**config.mk**
```make
export PLATFORM = sky130hd
export DESIGN_NAME = riscv_pcctrl_flat
export DESIGN_NICKNAME = d
export VERILOG_FILES = /design/src/rtl/riscv_pcctrl_if.sv /design/src/rtl/riscv_pcctrl.sv /design/src/flat_wrapper.sv
export SDC_FILE = /design/constraint.sdc
export NUM_CORES = 1
export LEC_CHECK = 0
export CAP_MARGIN = 0
export CORE_MARGIN = 1
export CORE_UTILIZATION = 46
export DETAILED_ROUTE_END_ITERATION = 12
export GPL_TIMING_DRIVEN = 0
export PLACE_DENSITY = 0.83
export SKIP_CTS_REPAIR_TIMING = 1
export SLEW_MARGIN = 20
export SYNTH_ARGS = -nofsm -noshare
export SYNTH_HDL_FRONTEND = slang
export SYNTH_SLANG_ARGS = --single-unit
```
**constraint.sdc**
```tcl
create_clock -name i_riscv_pcctrl_clk -period 5.4 [get_ports i_riscv_pcctrl_clk]
set_input_delay 1.08 -clock i_riscv_pcctrl_clk [delete_from_list [all_inputs] [get_ports i_riscv_pcctrl_clk]]
set_output_delay 1.08 -clock i_riscv_pcctrl_clk [all_outputs]
set_load 0.02 [all_outputs]
```
**src/rtl/riscv_pcctrl_if.sv**
```systemverilog
// Fetch-stage next-PC bundle: core-side request/target inputs and PC-control outputs.
// master = pipeline side driving requests, slave = riscv_pcctrl.
interface riscv_pcctrl_if;
   logic [63:0] i_riscv_pcctrl_pc;
   logic        i_riscv_pcctrl_cinst;
   logic        i_riscv_pcctrl_fstall;
   logic        i_riscv_pcctrl_br_vld;
   logic [63:0] i_riscv_pcctrl_br_tgt;
   logic        i_riscv_pcctrl_trap_vld;
   logic [63:0] i_riscv_pcctrl_trap_tgt;
   logic        i_riscv_pcctrl_mret_vld;
   logic [63:0] i_riscv_pcctrl_mret_tgt;
   logic [63:0] o_riscv_pcctrl_nextpc;
   logic        o_riscv_pcctrl_stallpc;
   logic        o_riscv_pcctrl_flush_fd;
   logic        o_riscv_pcctrl_flush_de;
   logic        o_riscv_pcctrl_pend;
   logic [31:0] o_riscv_pcctrl_redir_cnt;

   modport master (
      output i_riscv_pcctrl_pc, i_riscv_pcctrl_cinst, i_riscv_pcctrl_fstall,
             i_riscv_pcctrl_br_vld, i_riscv_pcctrl_br_tgt,
             i_riscv_pcctrl_trap_vld, i_riscv_pcctrl_trap_tgt,
             i_riscv_pcctrl_mret_vld, i_riscv_pcctrl_mret_tgt,
      input  o_riscv_pcctrl_nextpc, o_riscv_pcctrl_stallpc, o_riscv_pcctrl_flush_fd,
             o_riscv_pcctrl_flush_de, o_riscv_pcctrl_pend, o_riscv_pcctrl_redir_cnt
   );

   modport slave (
      input  i_riscv_pcctrl_pc, i_riscv_pcctrl_cinst, i_riscv_pcctrl_fstall,
             i_riscv_pcctrl_br_vld, i_riscv_pcctrl_br_tgt,
             i_riscv_pcctrl_trap_vld, i_riscv_pcctrl_trap_tgt,
             i_riscv_pcctrl_mret_vld, i_riscv_pcctrl_mret_tgt,
      output o_riscv_pcctrl_nextpc, o_riscv_pcctrl_stallpc, o_riscv_pcctrl_flush_fd,
             o_riscv_pcctrl_flush_de, o_riscv_pcctrl_pend, o_riscv_pcctrl_redir_cnt
   );
endinterface

```
**src/rtl/riscv_pcctrl.sv**
```systemverilog
// Next-PC controller for the fetch stage: sequential/branch/trap/mret selection, stall and
// flush generation, a one-entry pending redirect buffer and a redirect event counter.
module riscv_pcctrl #(
   parameter logic [63:0] RESET_PC = 64'h101AE
) (
   input  logic          i_riscv_pcctrl_clk,
   input  logic          i_riscv_pcctrl_rst_n,
   riscv_pcctrl_if.slave pc_bus
);

   typedef enum logic [0:0] {StRun, StPend} state_e;

   // Source codes are ordered so that a numeric compare gives redirect priority.
   localparam logic [1:0] SrcNone = 2'd0;
   localparam logic [1:0] SrcBr   = 2'd1;
   localparam logic [1:0] SrcMret = 2'd2;
   localparam logic [1:0] SrcTrap = 2'd3;

   localparam logic [63:0] AlignMask = ~64'h1;

   state_e      state_q;
   logic [1:0]  pend_src_q;
   logic [63:0] pend_tgt_q;
   logic [31:0] redir_cnt_q;
   logic        rst_exit_q;

   logic        trap_req;
   logic        mret_req;
   logic        br_req;
   logic [1:0]  win_src;
   logic [63:0] win_tgt;
   logic        win_vld;
   logic [1:0]  ctl_src;
   logic [63:0] ctl_tgt;
   logic        ctl_take;
   logic [63:0] seq_pc;

   // Requests are masked off while leaving reset.
   assign trap_req = pc_bus.i_riscv_pcctrl_trap_vld & ~rst_exit_q;
   assign mret_req = pc_bus.i_riscv_pcctrl_mret_vld & ~rst_exit_q;
   assign br_req   = pc_bus.i_riscv_pcctrl_br_vld & ~rst_exit_q;

   assign seq_pc = pc_bus.i_riscv_pcctrl_pc + (pc_bus.i_riscv_pcctrl_cinst ? 64'd2 : 64'd4);

   always_comb begin
      win_src = SrcNone;
      win_tgt = '0;
      if (trap_req) begin
         win_src = SrcTrap;
         win_tgt = pc_bus.i_riscv_pcctrl_trap_tgt & AlignMask;
      end else if (mret_req) begin
         win_src = SrcMret;
         win_tgt = pc_bus.i_riscv_pcctrl_mret_tgt & AlignMask;
      end else if (br_req) begin
         win_src = SrcBr;
         win_tgt = pc_bus.i_riscv_pcctrl_br_tgt & AlignMask;
      end
   end

   assign win_vld = (win_src != SrcNone);

   // While pending only trap/mret may take over (branches come from the wrong path); a
   // lower-priority one than the latched entry is dropped.
   always_comb begin
      ctl_src = SrcNone;
      ctl_tgt = '0;
      if (trap_req) begin
         ctl_src = SrcTrap;
         ctl_tgt = pc_bus.i_riscv_pcctrl_trap_tgt & AlignMask;
      end else if (mret_req) begin
         ctl_src = SrcMret;
         ctl_tgt = pc_bus.i_riscv_pcctrl_mret_tgt & AlignMask;
      end
   end

   assign ctl_take = (ctl_src != SrcNone) && (ctl_src >= pend_src_q);

   // Flushes depend only on requests and state, never on fstall.
   always_comb begin
      pc_bus.o_riscv_pcctrl_nextpc   = seq_pc;
      pc_bus.o_riscv_pcctrl_stallpc  = pc_bus.i_riscv_pcctrl_fstall;
      pc_bus.o_riscv_pcctrl_flush_fd = 1'b0;
      pc_bus.o_riscv_pcctrl_flush_de = 1'b0;
      if (rst_exit_q) begin
         pc_bus.o_riscv_pcctrl_nextpc  = RESET_PC;
         pc_bus.o_riscv_pcctrl_stallpc = 1'b0;
      end else begin
         unique case (state_q)
            StRun: begin
               if (win_vld) begin
                  pc_bus.o_riscv_pcctrl_nextpc   = win_tgt;
                  pc_bus.o_riscv_pcctrl_flush_fd = 1'b1;
                  pc_bus.o_riscv_pcctrl_flush_de = 1'b1;
               end
            end
            StPend: begin
               pc_bus.o_riscv_pcctrl_nextpc   = ctl_take ? ctl_tgt : pend_tgt_q;
               pc_bus.o_riscv_pcctrl_flush_fd = ctl_take;
               pc_bus.o_riscv_pcctrl_flush_de = ctl_take;
            end
            default: ;
         endcase
      end
   end

   always_ff @(posedge i_riscv_pcctrl_clk or negedge i_riscv_pcctrl_rst_n) begin
      if (!i_riscv_pcctrl_rst_n) begin
         state_q     <= StRun;
         pend_src_q  <= SrcNone;
         pend_tgt_q  <= '0;
         redir_cnt_q <= '0;
         rst_exit_q  <= 1'b1;
      end else if (rst_exit_q) begin
         rst_exit_q <= 1'b0;
      end else begin
         unique case (state_q)
            StRun: begin
               if (win_vld) begin
                  if (pc_bus.i_riscv_pcctrl_fstall) begin
                     state_q    <= StPend;
                     pend_src_q <= win_src;
                     pend_tgt_q <= win_tgt;
                  end else begin
                     redir_cnt_q <= redir_cnt_q + 32'd1;
                  end
               end
            end
            StPend: begin
               if (pc_bus.i_riscv_pcctrl_fstall) begin
                  if (ctl_take) begin
                     pend_src_q <= ctl_src;
                     pend_tgt_q <= ctl_tgt;
                  end
               end else begin
                  state_q     <= StRun;
                  pend_src_q  <= SrcNone;
                  redir_cnt_q <= redir_cnt_q + 32'd1;
               end
            end
            default: state_q <= StRun;
         endcase
      end
   end

   assign pc_bus.o_riscv_pcctrl_pend      = (state_q == StPend);
   assign pc_bus.o_riscv_pcctrl_redir_cnt = redir_cnt_q;

endmodule

```
**src/flat_wrapper.sv**
```systemverilog
// flat-port wrapper written by rule: the top's interface ports become plain ports
module riscv_pcctrl_flat 
#(
   parameter logic [63:0] RESET_PC = 64'h101AE
)
  (i_riscv_pcctrl_clk, i_riscv_pcctrl_rst_n, pc_bus_i_riscv_pcctrl_pc, pc_bus_i_riscv_pcctrl_cinst, pc_bus_i_riscv_pcctrl_fstall, pc_bus_i_riscv_pcctrl_br_vld, pc_bus_i_riscv_pcctrl_br_tgt, pc_bus_i_riscv_pcctrl_trap_vld, pc_bus_i_riscv_pcctrl_trap_tgt, pc_bus_i_riscv_pcctrl_mret_vld, pc_bus_i_riscv_pcctrl_mret_tgt, pc_bus_o_riscv_pcctrl_nextpc, pc_bus_o_riscv_pcctrl_stallpc, pc_bus_o_riscv_pcctrl_flush_fd, pc_bus_o_riscv_pcctrl_flush_de, pc_bus_o_riscv_pcctrl_pend, pc_bus_o_riscv_pcctrl_redir_cnt);
  riscv_pcctrl_if pc_bus_i ();
  input  logic i_riscv_pcctrl_clk;
  input  logic i_riscv_pcctrl_rst_n;
  input wire logic [$bits(pc_bus_i.i_riscv_pcctrl_pc)-1:0] pc_bus_i_riscv_pcctrl_pc;
  input wire logic [$bits(pc_bus_i.i_riscv_pcctrl_cinst)-1:0] pc_bus_i_riscv_pcctrl_cinst;
  input wire logic [$bits(pc_bus_i.i_riscv_pcctrl_fstall)-1:0] pc_bus_i_riscv_pcctrl_fstall;
  input wire logic [$bits(pc_bus_i.i_riscv_pcctrl_br_vld)-1:0] pc_bus_i_riscv_pcctrl_br_vld;
  input wire logic [$bits(pc_bus_i.i_riscv_pcctrl_br_tgt)-1:0] pc_bus_i_riscv_pcctrl_br_tgt;
  input wire logic [$bits(pc_bus_i.i_riscv_pcctrl_trap_vld)-1:0] pc_bus_i_riscv_pcctrl_trap_vld;
  input wire logic [$bits(pc_bus_i.i_riscv_pcctrl_trap_tgt)-1:0] pc_bus_i_riscv_pcctrl_trap_tgt;
  input wire logic [$bits(pc_bus_i.i_riscv_pcctrl_mret_vld)-1:0] pc_bus_i_riscv_pcctrl_mret_vld;
  input wire logic [$bits(pc_bus_i.i_riscv_pcctrl_mret_tgt)-1:0] pc_bus_i_riscv_pcctrl_mret_tgt;
  output wire logic [$bits(pc_bus_i.o_riscv_pcctrl_nextpc)-1:0] pc_bus_o_riscv_pcctrl_nextpc;
  output wire logic [$bits(pc_bus_i.o_riscv_pcctrl_stallpc)-1:0] pc_bus_o_riscv_pcctrl_stallpc;
  output wire logic [$bits(pc_bus_i.o_riscv_pcctrl_flush_fd)-1:0] pc_bus_o_riscv_pcctrl_flush_fd;
  output wire logic [$bits(pc_bus_i.o_riscv_pcctrl_flush_de)-1:0] pc_bus_o_riscv_pcctrl_flush_de;
  output wire logic [$bits(pc_bus_i.o_riscv_pcctrl_pend)-1:0] pc_bus_o_riscv_pcctrl_pend;
  output wire logic [$bits(pc_bus_i.o_riscv_pcctrl_redir_cnt)-1:0] pc_bus_o_riscv_pcctrl_redir_cnt;
  assign pc_bus_i.i_riscv_pcctrl_pc = pc_bus_i_riscv_pcctrl_pc;
  assign pc_bus_i.i_riscv_pcctrl_cinst = pc_bus_i_riscv_pcctrl_cinst;
  assign pc_bus_i.i_riscv_pcctrl_fstall = pc_bus_i_riscv_pcctrl_fstall;
  assign pc_bus_i.i_riscv_pcctrl_br_vld = pc_bus_i_riscv_pcctrl_br_vld;
  assign pc_bus_i.i_riscv_pcctrl_br_tgt = pc_bus_i_riscv_pcctrl_br_tgt;
  assign pc_bus_i.i_riscv_pcctrl_trap_vld = pc_bus_i_riscv_pcctrl_trap_vld;
  assign pc_bus_i.i_riscv_pcctrl_trap_tgt = pc_bus_i_riscv_pcctrl_trap_tgt;
  assign pc_bus_i.i_riscv_pcctrl_mret_vld = pc_bus_i_riscv_pcctrl_mret_vld;
  assign pc_bus_i.i_riscv_pcctrl_mret_tgt = pc_bus_i_riscv_pcctrl_mret_tgt;
  assign pc_bus_o_riscv_pcctrl_nextpc = pc_bus_i.o_riscv_pcctrl_nextpc;
  assign pc_bus_o_riscv_pcctrl_stallpc = pc_bus_i.o_riscv_pcctrl_stallpc;
  assign pc_bus_o_riscv_pcctrl_flush_fd = pc_bus_i.o_riscv_pcctrl_flush_fd;
  assign pc_bus_o_riscv_pcctrl_flush_de = pc_bus_i.o_riscv_pcctrl_flush_de;
  assign pc_bus_o_riscv_pcctrl_pend = pc_bus_i.o_riscv_pcctrl_pend;
  assign pc_bus_o_riscv_pcctrl_redir_cnt = pc_bus_i.o_riscv_pcctrl_redir_cnt;
  riscv_pcctrl #(.RESET_PC(RESET_PC)) u_core (.i_riscv_pcctrl_clk(i_riscv_pcctrl_clk), .i_riscv_pcctrl_rst_n(i_riscv_pcctrl_rst_n), .pc_bus(pc_bus_i));
endmodule
```
# ---- Word level (Yosys, flattened, before mapping)
# Cells that the tools add are included.
dict set report op_classes {
  n_reduce_logical 6
  add_sub_neg 2
  eq_ne 4
  n_bitwise 5
  magnitude_cmp 1
  n_mux 34
}
# op n
set ops {}
lappend ops {{$mux 64} 11}
lappend ops {{$pmux 64 s2} 2}
lappend ops {{$add 64x64->64} 1}
lappend ops {{$mux 32} 2}
lappend ops {{$pmux 32 s2} 1}
lappend ops {{$add 32x1->32 const B} 1}
lappend ops {{$mux 2} 8}
lappend ops {{$reduce_and 4->1} 2}
lappend ops {{$mux 1} 6}
lappend ops {{$ne 2x2->1 const B} 2}
lappend ops {{$pmux 1 s2} 2}
lappend ops {{$pmux 2 s2} 1}
lappend ops {{$reduce_bool 2->1} 2}
lappend ops {{$and 1x1->1} 3}
lappend ops {{$mux 3} 1}
lappend ops {{$ne 3x3->1 const B} 1}
lappend ops {{$ge 2x2->1} 1}
lappend ops {{$ne 2x1->1 const B} 1}
lappend ops {{$not 1->1} 2}
lappend ops {{$reduce_and 2->1} 1}
lappend ops {{$logic_and 1x1->1} 1}
dict set report word_totals {
  register_bits 100
  in_bits 263
  output_inout_bits 100
  wordCells 57
}

# ---- Depth between registers and ports, before layout
dict set report depth {
  ltp_word 9
  ltp_mapped 13
  mapped_depth_nobuf 9
}

# ---- Least setup slack after synthesis
# OpenSTA, ideal clock, no wires.
dict set report synth_timing {
  path_type {input port to output port}
  start {input pc_bus_i_riscv_pcctrl_trap_vld}
  end {output pc_bus_o_riscv_pcctrl_nextpc[44]}
  setup_slack_ns 0.142
  cell_stages 11
  arrival_ns 4.178
  path_buffers 3
  cell_sequence {nor2b_1 inv_1 clkbuf_1 ha_1 nand2b_1 a21oi_1 nand2b_1 buf_2 clkbuf_1 a21oi_1 a2111oi_0}
}
dict set report synth_between {
  elab_chain_cells 7
  word_cells_on_any_way 13
  classes_between {1 x order compare; 8 x mux; 1 x bitwise; 3 x reduce/logical}
}
# element line
set synth_rtl {}
lappend synth_rtl {{start: declaration} flat_wrapper.sv:15} ;# input wire logic [$bits(pc_bus_i.i_riscv_pcctrl_trap_vld)-1:0] pc_bus_i_riscv_pcctrl_trap_vld;
lappend synth_rtl {{$and 1x1->1 (*)} riscv_pcctrl.sv:39} ;# assign trap_req = pc_bus.i_riscv_pcctrl_trap_vld & ~rst_exit_q;
lappend synth_rtl {{$mux 2} riscv_pcctrl.sv:67} ;# if (trap_req) begin
lappend synth_rtl {{$ge 2x2->1 / $reduce_bool 2->1 (equally long branches)} riscv_pcctrl.sv:76} ;# assign ctl_take = (ctl_src != SrcNone) && (ctl_src >= pend_src_q);
lappend synth_rtl {{$logic_and 1x1->1} riscv_pcctrl.sv:76}
lappend synth_rtl {{$mux 64} riscv_pcctrl.sv:97} ;# pc_bus.o_riscv_pcctrl_nextpc = ctl_take ? ctl_tgt : pend_tgt_q;
lappend synth_rtl {{$pmux 64 s2 (*)} riscv_pcctrl.sv:88} ;# unique case (state_q)
lappend synth_rtl {{$mux 64 (*)} riscv_pcctrl.sv:84} ;# if (rst_exit_q) begin
lappend synth_rtl {{end: declaration} flat_wrapper.sv:19} ;# output wire logic [$bits(pc_bus_i.o_riscv_pcctrl_nextpc)-1:0] pc_bus_o_riscv_pcctrl_nextpc;
# Mark *: on every way between the ends. The rest lies on a longest branch, timed or not.

# ---- Worst setup path in the final report
dict set report layout_timing {
  start {register u_core.rst_exit_q}
  end {output pc_bus_o_riscv_pcctrl_nextpc[27]}
}
dict set report layout_between {
  elab_chain_cells 9
  word_cells_on_any_way 22
  classes_between {1 x order compare; 14 x mux; 4 x bitwise; 3 x reduce/logical}
}
# element line
set layout_rtl {}
lappend layout_rtl {{start: declaration} riscv_pcctrl.sv:25} ;# logic rst_exit_q;
lappend layout_rtl {{start signal: assignment} riscv_pcctrl.sv:112} ;# rst_exit_q <= 1'b1;
lappend layout_rtl {{start signal: assignment} riscv_pcctrl.sv:114} ;# rst_exit_q <= 1'b0;
lappend layout_rtl {{$not 1->1 (no source line)} -}
lappend layout_rtl {{$and 1x1->1, on equally long branches} {riscv_pcctrl.sv:40, riscv_pcctrl.sv:41}}
lappend layout_rtl {{$mux 2 / $mux 1 (equally long branches)} {riscv_pcctrl.sv:70, riscv_pcctrl.sv:54}}
lappend layout_rtl {{$mux 2, on equally long branches} {riscv_pcctrl.sv:67, riscv_pcctrl.sv:51}}
lappend layout_rtl {{$ge 2x2->1, or another cell as far along} riscv_pcctrl.sv:76}
lappend layout_rtl {{$logic_and 1x1->1 / $reduce_bool 2->1 (equally long branches)} {riscv_pcctrl.sv:76, riscv_pcctrl.sv:60}}
lappend layout_rtl {{$mux 64, on equally long branches} {riscv_pcctrl.sv:97, riscv_pcctrl.sv:90}}
lappend layout_rtl {{$pmux 64 s2} riscv_pcctrl.sv:88}
lappend layout_rtl {{$mux 64 (*)} riscv_pcctrl.sv:84}
# Marked as above.

==> metrics.txt <==
Total GRT Usage=51.1%; clk sinks=100; Crit path top cell by count=clkbuf_1; number of fill cells in the layout=1,696; Fin. Hold Viols=0; aggregate routed wire length=57,400 µm; Final setup viols=9; pre-CTS setup slack=-2.09 ns; Worst-path clk slew=0.09 ns; Worst path slowest cell=clkbuf_1; Max IR drop VDD=0.179 mV; Avg Cell Area, Syn=7.26 µm²; largest net degree at the start of global routing=64; Worst Path Max Fanout=10; critical path, cell by cell=buf_2 > clkbuf_1 > clkbuf_1 > clkbuf_1 > a21oi_1 > mux2i_1 > o21a_1 > o21ai_0 > clkdlybuf4s50_1; Layout Skew=0.0145 ns; CTS Root Cell=clkbuf_16; Starting Density=47.5%; Area growth syn-to-layout=48.5%; fin area=0.0145 mm²; initial antenna violation count=5; Placement Cell Area=0.0137 mm²; DRT antenna net count=0; Post-DP HPWL=43,400 µm; outcome=finished, violations left; cts bufs inserted=9; Slew @ Worst Pin=1.05 ns; die area=0.0218 mm²; post-synth cell types=74; Warnings, synthesis=0; final setup margin=-0.147 ns; H-tree Lvls=3; first-pass GRT wire length=82,000 µm; worst hold slack=0.476 ns; Crit path max-delay family=buffers and inverters; Slew headroom=28.4%; failing checks=setup timing; WL per Instance=28.7 µm; Worst Path Arrival=4.47 ns; io pins=363; Tcrit/Tclk final=103%; clk buf depth=2; DRC=0; Port Buffers=359; WP data required=4.32 ns; Worst path max stage delay=0.69 ns; Max Slew Vio Count=0; static leakage=5.95 nW; Post-synth EDFFs=0; commonest non-fill, non-tap cell in the layout=clkdlybuf4s50_1; Final Util=70.6%; HP Class=flop to flop; max_cap viols=0; fraction of the yosys area taken by sequential cells=25.7%; clk_lat worst skew=0.38 ns; GRT Residual Overflow=0; highest clock rate=180 MHz; drt first pass iters=7; Worst Path Buf+Inv=5; layout cell share with drive strength beyond 1=9.60%; pwr/cell area=236 mW/mm²; die height=147 µm; Post-synth ARST share=100%; total power=3.41 mW; vias in the first global route=13,276; GP Congestion=1.06; Syn Inst Count=1,341; most frequent cells in the layout=clkdlybuf4s50_1 (297), nand2_1 (157), nor2_1 (143); unrepaired setup endpoints after global routing=true; # rows=52; Starting DRT DRC Count=2,503; Setup crit end kind=output pin; TritonCTS clock tree=done; Final nets=1,993; Die Wd=147 µm; via/cell ratio=7.15; setup TNS=-0.323 ns; #FFs+latches synth=100; CP startpoint kind=flop; Vias=14,308; top_reg_cell synth=dfrtp_1; Setup CP Type=flop to output pin; core area=0.0205 mm²; Syn Nets=1,610; synthesized cell area=0.00974 mm²; placed cell count=1,971; final cell count without fillers=2,002; fin crit period=5.55 ns
-- synthesized netlist by cell type, types with 6 or more instances --
cell type | instances | area share [%]
a31oi_1 | 7 | 0.45
o311ai_0 | 14 | 1.3
xor2_1 | 28 | 2.5
a221o_1 | 9 | 0.93
o22ai_1 | 39 | 2.5
nor3_1 | 42 | 2.2
o21ai_0 | 121 | 6.2
a22o_1 | 8 | 0.72
or2_2 | 11 | 0.71
mux2i_1 | 10 | 1.0
a21oi_1 | 88 | 4.5
or3_1 | 16 | 1.0
buf_2 | 16 | 0.82
dfrtp_1 | 99 | 25
a221oi_1 | 50 | 4.5
nand3_1 | 43 | 2.2
a22oi_1 | 57 | 4.4
a211oi_1 | 22 | 1.7
xnor2_1 | 54 | 4.9
nor4_1 | 7 | 0.45
o211ai_1 | 7 | 0.54
and3_1 | 16 | 1.0
inv_1 | 21 | 0.81
nor2_1 | 145 | 5.6
nor2b_1 | 6 | 0.39
clkbuf_1 | 96 | 3.7
buf_1 | 8 | 0.31
o31ai_1 | 12 | 0.93
a311oi_1 | 8 | 0.72
nand2_1 | 157 | 6.1
nand4_1 | 22 | 1.4
-- state kept, by name (all words and copies together), names as in the netlist --
signal,count
u_core.pend_src_q,2
u_core.rst_exit_q,1
u_core.pend_tgt_q,64
u_core.pc_bus.o_riscv_pcctrl_redir_cnt,32
u_core.pc_bus.o_riscv_pcctrl_pend,1
-- path summary, 6_finish.rpt --
kind | from | endpoint | slack (ns) | cells past startpoint
max reg2reg | u_core.rst_exit_q | u_core.pend_tgt_q[41] | 1.78 | 13
min in group asynchronous | i_riscv_pcctrl_rst_n | u_core.pend_tgt_q[39] | 0.68 | 1
min | u_core.pc_bus.o_riscv_pcctrl_redir_cnt[31] | u_core.pc_bus.o_riscv_pcctrl_redir_cnt[31] | 0.48 | 1
max | u_core.rst_exit_q | pc_bus_o_riscv_pcctrl_nextpc[27] | -0.15 | 9
max in group asynchronous | i_riscv_pcctrl_rst_n | u_core.rst_exit_q | 3.98 | 2
min reg2reg | u_core.pc_bus.o_riscv_pcctrl_redir_cnt[31] | u_core.pc_bus.o_riscv_pcctrl_redir_cnt[31] | 0.48 | 1
-- cell type report --
class | count | area, µm² | area share [%]
Tap cell | 270 | 338 | 2.34
Timing Repair Buffer | 373 | 3760 | 26.0
Multi-Input combinational cell | 1098 | 6900 | 47.7
Sequential cell | 100 | 2500 | 17.3
Buffer | 120 | 556 | 3.84
Clock buffer | 9 | 225 | 1.56
Inverter | 22 | 82.6 | 0.571
Antenna cell | 3 | 7.51 | 0.0519
Clock inverter | 7 | 91.3 | 0.632
-- logic make-up (layout without fill, tap and decap cells) --
group	count (synthesis)	count (layout)	share of synthesized area [%]
compound gates	490	490	33.6
flops	100	100	25.7
fa+ha+maj	6	6	0.848
other cells	1	4	0.0385
simple gates	504	504	25.0
buf+inv	143	531	5.76
mux	14	14	1.49
xor+xnor	83	83	7.54
-- per-layer routing --
layer  global-route usage [%]  routed length (µm)
met1                     62.0               19500
met2                     75.2               23500
met3                     18.2                8860
met4                     35.1                5490
met5                     2.50                  31
-- power breakdown --
part | internal (mW) | switching (mW)
Clock | 0.336 | 0.383
Combinational | 0.678 | 0.980
Sequential | 0.902 | 0.131
-- worst register-to-register path, cell delays in order, from the launching register on --
cell and delay [ns]:
dfstp_2 0.55, buf_2 0.25, nor2b_1 0.09, inv_1 0.24, clkbuf_4 0.31, ha_1 0.25
nand2b_1 0.19, a21oi_4 0.24, nand2b_4 0.22, clkbuf_4 0.24, buf_4 0.23, o311ai_0 0.15
o21ai_1 0.36, o21ai_0 0.16
(Power assumes the default switching activity.)
